--- config.mk ---
export PLATFORM = sky130hd
export DESIGN_NAME = iic_reg_ctrl_flat
export DESIGN_NICKNAME = d
export VERILOG_FILES = /design/src/rtl/iic_reg_ctrl_if.sv /design/src/rtl/iic_reg_ctrl.sv /design/src/flat_wrapper.sv
export SDC_FILE = /design/constraint.sdc
export NUM_CORES = 1
export LEC_CHECK = 0
export CAP_MARGIN = 15
export CORE_MARGIN = 2
export CORE_UTILIZATION = 50
export CTS_CLUSTER_DIAMETER = 30
export CTS_CLUSTER_SIZE = 12
export DETAILED_ROUTE_END_ITERATION = 8
export DONT_BUFFER_PORTS = 1
export GPL_TIMING_DRIVEN = 1
export PLACE_DENSITY = 0.66
export RECOVER_POWER = 50
export SETUP_SLACK_MARGIN = 0.05
export SYNTH_ARGS = -nofsm -noshare
export SYNTH_HDL_FRONTEND = slang
export SYNTH_SLANG_ARGS = --single-unit
export TNS_END_PERCENT = 50
--- constraint.sdc ---
create_clock -name clk -period 2.51 [get_ports clk]
set_input_delay 0.3765 -clock clk [delete_from_list [all_inputs] [get_ports clk]]
set_output_delay 0.3765 -clock clk [all_outputs]
set_load 0.05 [all_outputs]
--- src/rtl/iic_reg_ctrl_if.sv ---
// ============================================================================
// Module   : iic_reg_ctrl_if
// Brief    : Command/response and byte-engine signal bundle for iic_reg_ctrl.
// Revision : 1.0 - initial release
// ============================================================================
`default_nettype none

interface iic_reg_ctrl_if;
    logic       cmd_valid;
    logic       cmd_ready;
    logic       cmd_rd;
    logic [6:0] cmd_dev;
    logic [7:0] cmd_reg;
    logic [7:0] cmd_wdata;
    logic       rsp_valid;
    logic [1:0] rsp_err;
    logic [7:0] rsp_rdata;
    logic       busy;
    logic       eng_start;
    logic       eng_continue;
    logic [7:0] eng_data_in;
    logic [7:0] eng_data_out;
    logic       eng_byte_done;
    logic       eng_ack_check;
    logic       eng_ack_check_vd;
    logic       eng_trans_done;

    // master: system register block plus byte engine; slave: the sequencer
    modport master (
        output cmd_valid, cmd_rd, cmd_dev, cmd_reg, cmd_wdata,
        input  cmd_ready, rsp_valid, rsp_err, rsp_rdata, busy,
        input  eng_start, eng_continue, eng_data_in,
        output eng_data_out, eng_byte_done, eng_ack_check, eng_ack_check_vd, eng_trans_done
    );

    modport slave (
        input  cmd_valid, cmd_rd, cmd_dev, cmd_reg, cmd_wdata,
        output cmd_ready, rsp_valid, rsp_err, rsp_rdata, busy,
        output eng_start, eng_continue, eng_data_in,
        input  eng_data_out, eng_byte_done, eng_ack_check, eng_ack_check_vd, eng_trans_done
    );
endinterface

`default_nettype wire

--- src/rtl/iic_reg_ctrl.sv ---
// ============================================================================
// Module   : iic_reg_ctrl
// Brief    : Single-register I2C read/write sequencer driving the byte engine,
//            with NACK detection and stall watchdog. Optional address-NACK
//            retry enabled by defining IIC_REG_CTRL_RETRY_EN.
// Revision : 1.0 - initial release
// ============================================================================
`default_nettype none

module iic_reg_ctrl #(
    parameter int TIMEOUT_CYC = 2_000_000,
    parameter int RETRY_MAX   = 3
) (
    input  wire logic      clk,
    input  wire logic      rstn,
    iic_reg_ctrl_if.slave  bus
);

    typedef enum logic [2:0] {
        S_IDLE      = 3'd0,
        S_DEV_W     = 3'd1,
        S_REG       = 3'd2,
        S_WDATA     = 3'd3,
        S_DEV_R     = 3'd4,
        S_RDATA     = 3'd5,
        S_WAIT_STOP = 3'd6,
        S_RESP      = 3'd7
    } state_t;

    localparam int                     c_wdog_w    = $clog2(TIMEOUT_CYC + 1);
    localparam logic [c_wdog_w-1:0]    c_wdog_max  = c_wdog_w'(TIMEOUT_CYC);
    localparam logic [c_wdog_w-1:0]    c_wdog_last = c_wdog_w'(TIMEOUT_CYC - 1);

    state_t              r_state, w_state_nx;
    logic                r_rd, r_nack;
    logic [6:0]          r_dev;
    logic [7:0]          r_reg, r_wdata;
    logic [c_wdog_w-1:0] r_wdog;
    logic                r_cmd_ready, r_busy, r_rsp_valid, r_start, r_cont;
    logic [1:0]          r_rsp_err;
    logic [7:0]          r_rsp_rdata, r_data;

    logic                w_cmd_ready_nx, w_busy_nx, w_rsp_valid_nx, w_start_nx, w_cont_nx;
    logic [1:0]          w_rsp_err_nx;
    logic [7:0]          w_rsp_rdata_nx, w_data_nx;
    logic                w_accept, w_tx_state, w_nack_now, w_timeout, w_retry, w_retry_go;

    assign w_accept   = (r_state == S_IDLE) && r_cmd_ready && bus.cmd_valid;
    assign w_tx_state = (r_state == S_DEV_W) || (r_state == S_REG) ||
                        (r_state == S_WDATA) || (r_state == S_DEV_R);
    assign w_nack_now = w_tx_state && bus.eng_ack_check_vd && !bus.eng_ack_check;
    // An engine event in the same cycle clears the watchdog instead of firing it
    assign w_timeout  = (r_state != S_IDLE) && (r_state != S_RESP) && (r_wdog == c_wdog_last) &&
                        !bus.eng_byte_done && !bus.eng_trans_done;

`ifdef IIC_REG_CTRL_RETRY_EN
    localparam int                  c_retry_w   = $clog2(RETRY_MAX + 1);
    localparam logic [c_retry_w-1:0] c_retry_max = c_retry_w'(RETRY_MAX);
    logic [c_retry_w-1:0] r_retry;
    logic                 r_dev_nack;

    assign w_retry = r_nack && r_dev_nack && (r_retry != c_retry_max);

    always_ff @(posedge clk or negedge rstn) begin
        if (!rstn) begin
            r_retry    <= '0;
            r_dev_nack <= 1'b0;
        end else if (w_accept) begin
            r_retry    <= '0;
            r_dev_nack <= 1'b0;
        end else if (w_retry_go) begin
            r_retry    <= r_retry + 1'b1;
            r_dev_nack <= 1'b0;
        end else if (w_nack_now && (r_state == S_DEV_W)) begin
            r_dev_nack <= 1'b1;
        end
    end
`else
    assign w_retry = 1'b0;
`endif

    always_comb begin
        w_state_nx     = r_state;
        w_cmd_ready_nx = r_cmd_ready;
        w_busy_nx      = r_busy;
        w_rsp_valid_nx = 1'b0;
        w_rsp_err_nx   = r_rsp_err;
        w_rsp_rdata_nx = r_rsp_rdata;
        w_start_nx     = r_start;
        w_cont_nx      = r_cont;
        w_data_nx      = r_data;
        w_retry_go     = 1'b0;

        case (r_state)
            S_IDLE: if (w_accept) begin
                w_state_nx     = S_DEV_W;
                w_cmd_ready_nx = 1'b0;
                w_busy_nx      = 1'b1;
                w_data_nx      = {bus.cmd_dev, 1'b0};
                w_start_nx     = 1'b1;
                w_cont_nx      = 1'b1;
            end
            // Reads keep start high so the engine issues a repeated START after REG
            S_DEV_W: if (bus.eng_byte_done) begin
                w_state_nx = S_REG;
                w_data_nx  = r_reg;
                w_start_nx = r_rd;
                w_cont_nx  = 1'b1;
            end
            S_REG: if (bus.eng_byte_done) begin
                if (r_rd) begin
                    w_state_nx = S_DEV_R;
                    w_data_nx  = {r_dev, 1'b1};
                    w_start_nx = 1'b1;
                    w_cont_nx  = 1'b1;
                end else begin
                    w_state_nx = S_WDATA;
                    w_data_nx  = r_wdata;
                    w_start_nx = 1'b0;
                    w_cont_nx  = 1'b0;
                end
            end
            S_WDATA: if (bus.eng_byte_done) w_state_nx = S_WAIT_STOP;
            S_DEV_R: if (bus.eng_byte_done) begin
                w_state_nx = S_RDATA;
                w_start_nx = 1'b0;
                w_cont_nx  = 1'b0;
            end
            S_RDATA: if (bus.eng_byte_done) w_state_nx = S_WAIT_STOP;
            S_WAIT_STOP: if (bus.eng_trans_done) begin
                if (w_retry) begin
                    w_retry_go = 1'b1;
                    w_state_nx = S_DEV_W;
                    w_data_nx  = {r_dev, 1'b0};
                    w_start_nx = 1'b1;
                    w_cont_nx  = 1'b1;
                end else begin
                    w_state_nx     = S_RESP;
                    w_rsp_valid_nx = 1'b1;
                    w_rsp_err_nx   = r_nack ? 2'b01 : 2'b00;
                    w_rsp_rdata_nx = (r_rd && !r_nack) ? bus.eng_data_out : 8'h00;
                end
            end
            S_RESP: begin
                w_state_nx     = S_IDLE;
                w_cmd_ready_nx = 1'b1;
                w_busy_nx      = 1'b0;
                w_rsp_err_nx   = 2'b00;
                w_rsp_rdata_nx = 8'h00;
            end
            default: w_state_nx = S_IDLE;
        endcase

        if (w_nack_now) begin
            w_state_nx = S_WAIT_STOP;
            w_start_nx = 1'b0;
            w_cont_nx  = 1'b0;
            w_data_nx  = r_data;
        end

        if (w_timeout) begin
            w_state_nx     = S_RESP;
            w_start_nx     = 1'b0;
            w_cont_nx      = 1'b0;
            w_rsp_valid_nx = 1'b1;
            w_rsp_err_nx   = 2'b10;
            w_rsp_rdata_nx = 8'h00;
        end
    end

    always_ff @(posedge clk or negedge rstn) begin
        if (!rstn) begin
            r_state     <= S_IDLE;
            r_cmd_ready <= 1'b1;
            r_busy      <= 1'b0;
            r_rsp_valid <= 1'b0;
            r_rsp_err   <= 2'b00;
            r_rsp_rdata <= 8'h00;
            r_start     <= 1'b0;
            r_cont      <= 1'b0;
            r_data      <= 8'h00;
        end else begin
            r_state     <= w_state_nx;
            r_cmd_ready <= w_cmd_ready_nx;
            r_busy      <= w_busy_nx;
            r_rsp_valid <= w_rsp_valid_nx;
            r_rsp_err   <= w_rsp_err_nx;
            r_rsp_rdata <= w_rsp_rdata_nx;
            r_start     <= w_start_nx;
            r_cont      <= w_cont_nx;
            r_data      <= w_data_nx;
        end
    end

    always_ff @(posedge clk or negedge rstn) begin
        if (!rstn) begin
            r_rd    <= 1'b0;
            r_dev   <= 7'h00;
            r_reg   <= 8'h00;
            r_wdata <= 8'h00;
            r_nack  <= 1'b0;
            r_wdog  <= '0;
        end else begin
            if (w_accept) begin
                r_rd    <= bus.cmd_rd;
                r_dev   <= bus.cmd_dev;
                r_reg   <= bus.cmd_reg;
                r_wdata <= bus.cmd_wdata;
            end
            if (w_accept || w_retry_go)
                r_nack <= 1'b0;
            else if (w_nack_now)
                r_nack <= 1'b1;
            // Saturating stall counter
            if (w_accept || bus.eng_byte_done || bus.eng_trans_done)
                r_wdog <= '0;
            else if ((r_state != S_IDLE) && (r_wdog != c_wdog_max))
                r_wdog <= r_wdog + 1'b1;
        end
    end

    assign bus.cmd_ready    = r_cmd_ready;
    assign bus.busy         = r_busy;
    assign bus.rsp_valid    = r_rsp_valid;
    assign bus.rsp_err      = r_rsp_err;
    assign bus.rsp_rdata    = r_rsp_rdata;
    assign bus.eng_start    = r_start;
    assign bus.eng_continue = r_cont;
    assign bus.eng_data_in  = r_data;

endmodule

`default_nettype wire
--- src/flat_wrapper.sv ---
// flat-port wrapper written by rule: the top's interface ports become plain ports
module iic_reg_ctrl_flat 
#(
    parameter int TIMEOUT_CYC = 2_000_000,
    parameter int RETRY_MAX   = 3
)
  (clk, rstn, bus_cmd_valid, bus_cmd_rd, bus_cmd_dev, bus_cmd_reg, bus_cmd_wdata, bus_cmd_ready, bus_rsp_valid, bus_rsp_err, bus_rsp_rdata, bus_busy, bus_eng_start, bus_eng_continue, bus_eng_data_in, bus_eng_data_out, bus_eng_byte_done, bus_eng_ack_check, bus_eng_ack_check_vd, bus_eng_trans_done);
  iic_reg_ctrl_if bus_i ();
  input  wire logic clk;
  input  wire logic rstn;
  input wire logic [$bits(bus_i.cmd_valid)-1:0] bus_cmd_valid;
  input wire logic [$bits(bus_i.cmd_rd)-1:0] bus_cmd_rd;
  input wire logic [$bits(bus_i.cmd_dev)-1:0] bus_cmd_dev;
  input wire logic [$bits(bus_i.cmd_reg)-1:0] bus_cmd_reg;
  input wire logic [$bits(bus_i.cmd_wdata)-1:0] bus_cmd_wdata;
  output wire logic [$bits(bus_i.cmd_ready)-1:0] bus_cmd_ready;
  output wire logic [$bits(bus_i.rsp_valid)-1:0] bus_rsp_valid;
  output wire logic [$bits(bus_i.rsp_err)-1:0] bus_rsp_err;
  output wire logic [$bits(bus_i.rsp_rdata)-1:0] bus_rsp_rdata;
  output wire logic [$bits(bus_i.busy)-1:0] bus_busy;
  output wire logic [$bits(bus_i.eng_start)-1:0] bus_eng_start;
  output wire logic [$bits(bus_i.eng_continue)-1:0] bus_eng_continue;
  output wire logic [$bits(bus_i.eng_data_in)-1:0] bus_eng_data_in;
  input wire logic [$bits(bus_i.eng_data_out)-1:0] bus_eng_data_out;
  input wire logic [$bits(bus_i.eng_byte_done)-1:0] bus_eng_byte_done;
  input wire logic [$bits(bus_i.eng_ack_check)-1:0] bus_eng_ack_check;
  input wire logic [$bits(bus_i.eng_ack_check_vd)-1:0] bus_eng_ack_check_vd;
  input wire logic [$bits(bus_i.eng_trans_done)-1:0] bus_eng_trans_done;
  assign bus_i.cmd_valid = bus_cmd_valid;
  assign bus_i.cmd_rd = bus_cmd_rd;
  assign bus_i.cmd_dev = bus_cmd_dev;
  assign bus_i.cmd_reg = bus_cmd_reg;
  assign bus_i.cmd_wdata = bus_cmd_wdata;
  assign bus_cmd_ready = bus_i.cmd_ready;
  assign bus_rsp_valid = bus_i.rsp_valid;
  assign bus_rsp_err = bus_i.rsp_err;
  assign bus_rsp_rdata = bus_i.rsp_rdata;
  assign bus_busy = bus_i.busy;
  assign bus_eng_start = bus_i.eng_start;
  assign bus_eng_continue = bus_i.eng_continue;
  assign bus_eng_data_in = bus_i.eng_data_in;
  assign bus_i.eng_data_out = bus_eng_data_out;
  assign bus_i.eng_byte_done = bus_eng_byte_done;
  assign bus_i.eng_ack_check = bus_eng_ack_check;
  assign bus_i.eng_ack_check_vd = bus_eng_ack_check_vd;
  assign bus_i.eng_trans_done = bus_eng_trans_done;
  iic_reg_ctrl #(.TIMEOUT_CYC(TIMEOUT_CYC), .RETRY_MAX(RETRY_MAX)) u_core (.clk(clk), .rstn(rstn), .bus(bus_i));
endmodule
==> summary.md <==
| Metric | Value |
|---|---|
| Die ar. | `0.00786 mm2` |
| Placer Congestion | `0.823` |
| Routed wire length | `7.77 mm` |
| Max H-tree Level | `3` |
| Initial antenna violation count | `0` |
| LEAKAGE | `1.57 nW` |
| Fin. max-slew vios | `73` |
| Register with the most flip-flops | `u_core.r_wdog` |
| Cell Area, Synth | `0.00358 mm2` |
| Global Route Usage Sum | `21.0%` |
| Maximum clock frequency | `420 MHz` |
| Layout cells sized above 1 | `18.5%` |
| Clk pin slew, worst setup/hold paths | `70 ps` |
| Final WS setup | `129 ps` |
| Req. time, crit path | `2740 ps` |
| Unrepaired setup endpoints after global routing | `false` |
| Remaining Overflow, GRT | `0` |
| Initial drt markers | `182` |
| DRC violations left | `0` |
| Vias in the first global route | `2611` |
| Setup TNS | `0 ps` |
| Fin crit share | `94.9%` |
| Max-cap violation count | `1` |
| Clock root cell | `clkbuf_8` |
| WHS | `177 ps` |
| CTS tree | `yes` |
| Reg area | `0.00180 mm2` |
| Die width | `88.7 um` |
| Worst-case clock skew | `10.6 ps` |
| Count of final hold-check violations | `0` |
| Peak supply drop | `805 uV` |
| Total chip power | `4.47 mW` |
| Core area | `0.00687 mm2` |
| DR vias/cell | `5.89` |
| IO Pins | `62` |
| Pre-antenna DRT Iters | `4` |
| Sequential area share after synthesis | `50.3%` |
| Postcts setup bufs | `0` |
| TritonCTS Sinks | `72` |
| Pin count of the biggest net entering global routing | `73` |
| Pwr Density | `1140 mW/mm2` |
| Worst Path Arrival | `2610 ps` |
| Final HPWL DP | `5.39 mm` |
| CTS buffer count | `9` |
| First-pass GRT wire length | `12.5 mm` |
| I/O Buffers | `0` |
| Crit path launch type | `register` |
| Post-synth EDFFs | `0` |
| Wire length per cell | `16.8 um` |
| Yosys warnings | `0` |
| CP endpoint kind | `register` |
| Post-synthesis cell type count | `48` |
| Via count | `2729` |
| Worst slack, placed | `114 ps` |
| Synth Flop Type | `dfrtp_1` |
| Synthesized flop and latch total | `72` |
| Critical-path maximum fanout | `9` |
| Fin nets | `403` |
| Ant. Diodes | `0` |
| Mapped Cells | `362` |
| Rel. slew slack | `-4.85%` |
| Site Rows | `30` |
| Filler cell count | `624` |
| Worst-margin pin slew | `1570 ps` |
| Die height | `88.7 um` |
| Failing checks | `capacitance limit, slew limit` |
| Routed Antenna Nets | `0` |
| Setup Viol. Count Final | `0` |
| Starting Density | `52.2%` |
| Syn nets | `403` |
| Clock buffer depth | `2` |
| Setup CP Type | `reg2reg` |
| Multi-input logic area | `0.00169 mm2` |
| Max reg flops | `21` |
| Tmin final | `2380 ps` |
| Insertion delay to the later sink of the worst-skew pair | `350 ps` |
| Area Overhead vs Synth | `9.39%` |
| Mean Syn Cell Area | `9.90 um2` |
| Asr flop ratio synth | `100%` |
| Outcome | `complete, but fails checks` |
| Worst hold path class | `in2reg` |
[what timing repair did]
action                                  CTS  global route
hold buffers                              2             0
endpoints found under the setup margin    0             2
gates resized for setup                   0             1
hold endpoints to repair                 72             0
[area by class of cell]
| class | instances | share of cell area [%] |
|---|---|---|
| flip-flops and latches | 72 | 46.0 |
| multi-input cells | 264 | 43.0 |
| clock buffers | 14 | 4.15 |
| well taps | 96 | 3.06 |
| repair buffers | 11 | 2.43 |
| clock inverters | 2 | 0.958 |
| inverters | 4 | 0.383 |
[routing by layer]
| metal | GRT usage (%) | share of wire (%) |
|---|---|---|
| met5 | 0 | 0 |
| met4 | 5.51 | 1.4 |
| met2 | 32.9 | 46 |
| met3 | 9.24 | 8.3 |
| met1 | 26.7 | 44 |
[cells by family (layout without fill, tap and decap cells)]
family | Yosys count | in the layout | share of synthesized area (%)
compound gates | 76 | 76 | 12.1
flops | 72 | 72 | 50.3
xor+xnor | 9 | 9 | 2.20
simple gates | 143 | 143 | 21.2
buf+inv | 26 | 31 | 2.83
fa+ha+maj | 2 | 2 | 0.698
mux | 34 | 34 | 10.6
[synth_stat cells, types with 2 or more instances]
master	number	area, um2
dfrtp_1	71	1780
a21oi_1	34	170
mux2_2	33	372
nor2_1	32	120
nand2_1	30	113
nand3_1	19	95.1
clkbuf_1	17	63.8
o21ai_0	13	65.1
nor2b_1	10	62.6
a31oi_1	9	56.3
nand4_1	9	56.3
nor3_1	7	35.0
o22ai_1	7	43.8
xnor2_1	7	61.3
or4_1	6	45.0
o31ai_1	5	37.5
or3_1	5	31.3
inv_1	4	15.0
nand2b_1	4	25.0
buf_2	3	15.0
and2_1	2	12.5
and3_1	2	12.5
and4b_1	2	20.0
buf_1	2	7.51
ha_1	2	25.0
o21bai_1	2	15.0
or3_2	2	15.0
or4_4	2	22.5
xor2_1	2	17.5
[report_power, final]
part	switching [mW]	total, mW	internal, mW
registers	0.676	2.19	1.51
logic	0.742	1.35	0.612
clock network	0.412	0.927	0.515
total	1.83	4.47	2.64
[final timing paths]
path,slack [ps],cells after the start,from,to
min in group asynchronous,990,2,rstn,u_core.r_wdog[19]$_DFFE_PN0P_
max reg2reg,130,5,u_core.r_wdog[16]$_DFFE_PN0P_,u_core.bus.rsp_err[0]$_DFFE_PN0P_
min reg2reg,500,1,u_core.r_wdata[3]$_DFFE_PN0P_,u_core.r_wdata[3]$_DFFE_PN0P_
max,130,5,u_core.r_wdog[16]$_DFFE_PN0P_,u_core.bus.rsp_err[0]$_DFFE_PN0P_
max in group asynchronous,570,2,rstn,u_core.r_state[1]$_DFFE_PN0P_
min,180,2,bus_eng_data_out[3],u_core.bus.rsp_rdata[3]$_DFFE_PN0P_
[placed cells by master, fill, tap and decap left out, types with 2 or more instances in the layout]
cell type and n:
nor3_1 7, clkbuf_1 3, ha_1 2, and3_1 2, nand4_1 9, nor2_1 31, o31ai_1 5, dfrtp_1 71
nand3_1 19, and4b_1 2, or3_1 5, o21ai_0 13, a31oi_1 9, clkbuf_8 11, o22ai_1 7, a21oi_1 34
nand2_4 2, or4_1 6, o21bai_1 2, nor2b_1 10, xnor2_1 7, mux2_2 33, inv_1 4, nand2_1 30
or4_4 2, or3_2 2, nand2b_1 4, buf_4 8, and2_1 2, xor2_1 2
[per-stage QoR]
stage	area, um2	util (%)	std cells
3_5_place_dp	3700	53.9	445
5_1_grt	3920	57.1	463
6_report	3920	57.1	463
2_1_floorplan	3580	-	362
3_3_place_gp	3700	53.9	445
4_1_cts	3940	57.3	463
[critical path, stage by stage, from the launching register on]
cell,delay (ps)
dfrtp_1,420
or4b_1,530
or4_4,560
or3_2,530
nand2_4,140
o21ai_1,90
(Power assumes the default switching activity.)
